===== src/rtl/sipo_deframer_if.sv =====
// Bundle of the serial-input and parallel-output signals of sipo_deframer.
// The master modport is the deframer itself; the slave modport is whoever
// feeds serial bits in and consumes the reassembled words.
interface sipo_deframer_if #(
    parameter int WIDTH = 4
);
    logic             sin;
    logic             bit_en;
    logic             start;
    logic [WIDTH-1:0] pout;
    logic             pvalid;
    logic             pready;
    logic             busy;
    logic             overrun;

    modport master (
        input  sin,
        input  bit_en,
        input  start,
        input  pready,
        output pout,
        output pvalid,
        output busy,
        output overrun
    );

    modport slave (
        output sin,
        output bit_en,
        output start,
        output pready,
        input  pout,
        input  pvalid,
        input  busy,
        input  overrun
    );
endinterface


===== src/rtl/sipo_deframer.sv =====
// Serial-in/parallel-out deframer: collects MSB-first serial bits into
// WIDTH-bit words, aligned by a start strobe and qualified by bit_en, and
// hands completed words out over a valid/ready handshake with sticky overrun.
module sipo_deframer #(
    parameter int WIDTH = 4
) (
    input  logic                 clk,
    input  logic                 rst,
    sipo_deframer_if.master      bus
);
    localparam int CW = $clog2(WIDTH + 1);

    typedef enum logic {
        IDLE  = 1'b0,
        SHIFT = 1'b1
    } state_t;

    state_t           state, state_n;
    logic [WIDTH-2:0] shreg, shreg_n;
    logic [CW-1:0]    count, count_n;
    logic [WIDTH-1:0] pout_n;
    logic             pvalid_n;
    logic             overrun_n;
    logic [WIDTH-1:0] shifted;
    logic             complete;

    // Register all state; reset discards any partial word and clears outputs.
    always_ff @(posedge clk) begin
        if (rst) begin
            state       <= IDLE;
            shreg       <= '0;
            count       <= '0;
            bus.pout    <= '0;
            bus.pvalid  <= 1'b0;
            bus.overrun <= 1'b0;
        end else begin
            state       <= state_n;
            shreg       <= shreg_n;
            count       <= count_n;
            bus.pout    <= pout_n;
            bus.pvalid  <= pvalid_n;
            bus.overrun <= overrun_n;
        end
    end

    // Next-state logic: bit capture, word completion and output handshake.
    always_comb begin
        state_n   = state;
        shreg_n   = shreg;
        count_n   = count;
        pout_n    = bus.pout;
        pvalid_n  = bus.pvalid;
        overrun_n = bus.overrun;
        complete  = 1'b0;
        shifted   = {shreg, bus.sin};

        if (bus.start) begin
            state_n = SHIFT;
            shreg_n = '0;
            count_n = '0;
            if (bus.bit_en) begin
                shreg_n[0] = bus.sin;
                count_n    = CW'(1);
            end
        end else if (state == SHIFT && bus.bit_en) begin
            if (count == CW'(WIDTH - 1)) begin
                complete = 1'b1;
                pout_n   = shifted;
                state_n  = IDLE;
                count_n  = '0;
                shreg_n  = '0;
            end else begin
                shreg_n = shifted[WIDTH-2:0];
                count_n = count + 1'b1;
            end
        end

        if (complete) begin
            pvalid_n = 1'b1;
            if (bus.pvalid && !bus.pready) begin
                overrun_n = 1'b1;
            end
        end else if (bus.pvalid && bus.pready) begin
            pvalid_n = 1'b0;
        end
    end

    // A word is in progress whenever the frame has been aligned by start.
    always_comb begin
        bus.busy = (state == SHIFT);
    end
endmodule

===== src/flat_wrapper.sv =====
// flat-port wrapper written by rule: the top's interface ports become plain ports
module sipo_deframer_flat 
#(
    parameter int WIDTH = 4
)
  (clk, rst, bus_sin, bus_bit_en, bus_start, bus_pready, bus_pout, bus_pvalid, bus_busy, bus_overrun);
  sipo_deframer_if #(.WIDTH(WIDTH)) bus_i ();
  input  logic clk;
  input  logic rst;
  input wire logic [$bits(bus_i.sin)-1:0] bus_sin;
  input wire logic [$bits(bus_i.bit_en)-1:0] bus_bit_en;
  input wire logic [$bits(bus_i.start)-1:0] bus_start;
  input wire logic [$bits(bus_i.pready)-1:0] bus_pready;
  output wire logic [$bits(bus_i.pout)-1:0] bus_pout;
  output wire logic [$bits(bus_i.pvalid)-1:0] bus_pvalid;
  output wire logic [$bits(bus_i.busy)-1:0] bus_busy;
  output wire logic [$bits(bus_i.overrun)-1:0] bus_overrun;
  assign bus_i.sin = bus_sin;
  assign bus_i.bit_en = bus_bit_en;
  assign bus_i.start = bus_start;
  assign bus_i.pready = bus_pready;
  assign bus_pout = bus_i.pout;
  assign bus_pvalid = bus_i.pvalid;
  assign bus_busy = bus_i.busy;
  assign bus_overrun = bus_i.overrun;
  sipo_deframer #(.WIDTH(WIDTH)) u_core (.clk(clk), .rst(rst), .bus(bus_i));
endmodule

===== config.mk =====
export PLATFORM = sky130hd
export DESIGN_NAME = sipo_deframer_flat
export DESIGN_NICKNAME = d
export VERILOG_FILES = /design/src/rtl/sipo_deframer_if.sv /design/src/rtl/sipo_deframer.sv /design/src/flat_wrapper.sv
export SDC_FILE = /design/constraint.sdc
export NUM_CORES = 1
export LEC_CHECK = 0
export ABC_AREA = 1
export CORE_UTILIZATION = 30
export DETAILED_ROUTE_END_ITERATION = 8
export GPL_TIMING_DRIVEN = 0
export PLACE_DENSITY = 0.63
export SLEW_MARGIN = 5
export SYNTH_ARGS = -nofsm -noshare
export SYNTH_HDL_FRONTEND = slang
export SYNTH_SLANG_ARGS = --single-unit

===== constraint.sdc =====
create_clock -name clk -period 1 [get_ports clk]
set_input_delay 0.1 -clock clk [delete_from_list [all_inputs] [get_ports clk]]
set_output_delay 0.1 -clock clk [all_outputs]
set_load 0.02 [all_outputs]

# After elaboration in Yosys (flattened, before gate mapping)
# Cells that the tools add are included.
# word_totals
reg_bits,13
wordCells,37
inputBits,6
# op_classes
bitwise,1
eq_ne,1
addsub,1
muxes,16
n_reduce_logical,11
# ops
operator,count
$mux W1,12
$mux W3,4
$reduce_bool A2 Y1,3
$reduce_and A2 Y1,2
$add A3 B1 Y3 const B,1
$eq A3 B2 Y1 const B,1
$logic_and A1 B1 Y1,3
$reduce_and A3 Y1,1
$reduce_or A2 Y1,1
$logic_not A1 Y1,1
$not A1 Y1,1

# Logic depth before layout (Yosys ltp)
# Gate-level depths: netlist of the first run.
# logic_depth
ltp_word,5
ltp_mapped,6

# Least setup slack after synthesis of the first run
# OpenSTA, ideal clock, no wires.
# synth_timing
kind,register -> register
from,"register u_core.state, in the netlist u_core.bus.busy"
to,register u_core.bus.pout[0]
setup_time_ns,0.113
t_arrival_ns,0.942
setup_slack_ns,-0.055
path_stages_with_launch,6
cell_sequence,dfxtp_1 > nand2_4 > nor2_4 > nand3_1 > nand2_1 > nor2_1
# synth_via
elab_chain_len,2
# synth_rtl
element,line_no,text
start: declaration,sipo_deframer.sv:18,"state_t state, state_n;"
start signal: assignment,sipo_deframer.sv:37,state <= state_n;
$logic_and A1 B1 Y1,sipo_deframer.sv:65,end else if (state == SHIFT && bus.bit_en) begin
$reduce_and A3 Y1 (no source line),--,
end signal: assignment,sipo_deframer.sv:40,bus.pout <= pout_n;
end: declaration,sipo_deframer_if.sv:21,"output pout,"
# No other way between the ends.
# A chain may end at the register's enable or synchronous reset.

# Final worst setup path of the first run
# layout_timing
from,register u_core.count[1]
to,register u_core.bus.pout[0]
# layout_via
elab_chain_len,2
# layout_rtl
element,line_no,text
start: declaration,sipo_deframer.sv:20,"logic [CW-1:0] count, count_n;"
start signal: assignment,sipo_deframer.sv:39,count <= count_n;
$eq A3 B2 Y1,sipo_deframer.sv:66,if (count == CW'(WIDTH - 1)) begin
$reduce_and A3 Y1 (no source line),--,
# No other way between the ends.

==> results of run 1 <==
==> final timing paths <==
| check | end | slack (ps) | cells after the start | startpoint |
|---|---|---|---|---|
| worst max-delay path | u_core.bus.pout[0] | -10 | 6 | u_core.count[1] |
| worst min-delay path | u_core.bus.busy | 380 | 4 | bus_bit_en |
| worst max register to register | u_core.bus.pout[0] | -10 | 6 | u_core.count[1] |
| worst min register to register | u_core.bus.overrun | 450 | 2 | u_core.bus.overrun |
==> state kept, by name, indices dropped and copies added, names as in the netlist <==
name                flops
u_core.bus.overrun      1
u_core.count            3
u_core.shreg            3
u_core.bus.pout         4
u_core.bus.busy         1
u_core.bus.pvalid       1
==> critical path, stage by stage, from the launching register on <==
cell,delay [ps]
dfxtp_4,370
ha_4,160
inv_2,40
nor2_4,140
nand3_1,90
nand2_1,70
nor2_1,40
==> Yosys cell counts (all sizes together) <==
library cell | instances | area [um^2]
inv | 16 | 60.1
dfxtp | 13 | 260
a21oi | 5 | 25.0
o21ai | 3 | 15.0
ha | 1 | 12.5
nand2 | 13 | 56.3
nand3 | 15 | 90.1
nor2 | 18 | 90.1
==> per-stage QoR <==
step                power (mW)  setup slack, ps  util (%)
floorplan                0.616             31.7         -
global placement         0.662             -308      42.0
detailed placement       0.664             -312      42.0
CTS                      0.985            -7.77      44.9
global route              1.04            -69.1      43.3
finish                   0.976            -13.0      43.3
==> per-layer routing <==
layer | track usage, % | vias up
li1 | - | 298
met1 | 15.5 | 237
met2 | 19.4 | 15
met3 | 5.77 | 0
met4 | 3.43 | 0
met5 | 0 | -
==> what timing repair did <==
action | CTS | global route
endpoints found under the setup margin | 18 | 16
resized for setup | 30 | 8
setup buffers | 1 | 0
hold buffers | 0 | 0
pin swaps | 5 | 4
==> power by group through the flow <==
| stage | clock network [mW] | logic [mW] | registers [mW] |
|---|---|---|---|
| finish | 0.325 | 0.110 | 0.542 |
| global route | 0.368 | 0.124 | 0.543 |
| CTS | 0.333 | 0.109 | 0.543 |
| detailed placement | 0 | 0.112 | 0.552 |
| global placement | 0 | 0.110 | 0.552 |
| floorplan | 0 | 0.0614 | 0.554 |
==> cell type report <==
| type | count | area (um^2) | area share (%) |
|---|---|---|---|
| Clock buffer | 4 | 26.3 | 3.33 |
| Inverter | 16 | 60.1 | 7.62 |
| Multi-Input combinational cell | 55 | 314 | 39.8 |
| Sequential cell | 13 | 267 | 33.8 |
| Tap cell | 25 | 31.3 | 3.97 |
| Timing Repair Buffer | 13 | 90.1 | 11.4 |
==> kinds of logic after synthesis <==
family / share of synthesized area, %
simple gates: 38.8
compound gates: 6.57
fa+ha+maj: 2.05
buf+inv: 9.86
flops: 42.7
==> results.cfg, run 1 <==
[status]
status = finished, violations left
violations = negative setup slack

[clock_tree]
cts_tree = yes
htreeDepth = 1
ctsRootBufferMaster = clkbuf_4
cts.path.max_buffers = 2
cts_buffers = 3
path_clk_slew_ps = 80
clk_latency_ps = 280
cts_sinks = 13

[grt]
overflow = 0
track_usage_pct = 12.5
first_global_vias = 410
grt_pass1_wl_mm = 1.88
grt_max_degree = 9
antenna_found_initial = 0

[timing]
period_minus_slack_ps = 1010
slew_headroom_pct = 79.5
fin_crit_sh_pct = 101
clock.fmax_ghz = 0.987
fin_skew_ps = 5.54
hold_viol_final = 0
worstMarginPinSlew_ps = 307
drv_slew = 0
rsz0062_at_grt = true
setup_violations = 4
fin_ws_ps = -13.0
fin_hold_ws_ps = 380
setup_tns_ps = -35.6

[cells_and_area]
layout.cells.non_filler = 126
areaGrowthSynthToFinish_pct = 29.4
final_nets = 109
antenna_cells = 0
mostFrequentLayoutCells = 15 x nor2_1, 14 x inv_1, 11 x nand3_1, 11 x nand2_1, 10 x dfxtp_1
fill_cells = 198
postLayoutCellArea_um2 = 788
drive_above_1_share_pct = 25.7
final_common_cell = nor2_1

[routing]
routed-wl-met2_um = 562
viasPerCell = 4.37
top_layer_used = met3
first_iter_violations = 8
wl_per_cell_um = 9.40
wl_met3_um = 99
vias = 550
wl_mm = 1.18
wl_met1_um = 522
dr.pass1.iters = 4
antenna_left = 0
drc_errors = 0

[logic_synthesis]
syn_nets = 91
synth_seq_cells = 13
synthCells = 84
synth.cell_area_um2 = 609
yosysWarnings = 0
syn_avg_cell_area_um2 = 7.25
synth_cell_types = 12
synth.yosys.seq_area_share_pct = 42.7

[setup_path]
crit_path_start_kind = flip-flop
worst-setup-path-type = reg2reg
cp-end-kind = flip-flop
arrival_ps = 1190
path_max_fanout = 5
worstPathRequired_ps = 1180

[floorplanning]
io_pins = 13
rows = 15
die_w_um = 47.1
core_mm2 = 0.00182
die_height_um = 47.1
dieArea_mm2 = 0.00222
start_util_pct = 33.5

[placement]
place_inst = 121
place_area_um2 = 764
dp.final_hpwl_um = 830
place.gp.congestion = 0.771
port_buffers = 12

[power]
ir_drop_v = 0.000681
p_sw_uw = 247
p_int_uw = 729
seq_power_share_pct = 55.5
switching_share_pct = 25.3
leakage_nw = 0.361
clockPowerShare_pct = 33.3
power_density_mw_per_mm2 = 1240
pwr-share-comb_pct = 11.3

[job]
cap_violations = 0

[worst_hold_path]
hold_class = in2reg
Power figures use the tool's default switching activity.
==> inputs of run 2 (changes only) <==
Settings changed: CAP_MARGIN set to 20.
==> results of run 2 <==
Final layout, timing and power as in run 1 (identical DEF).
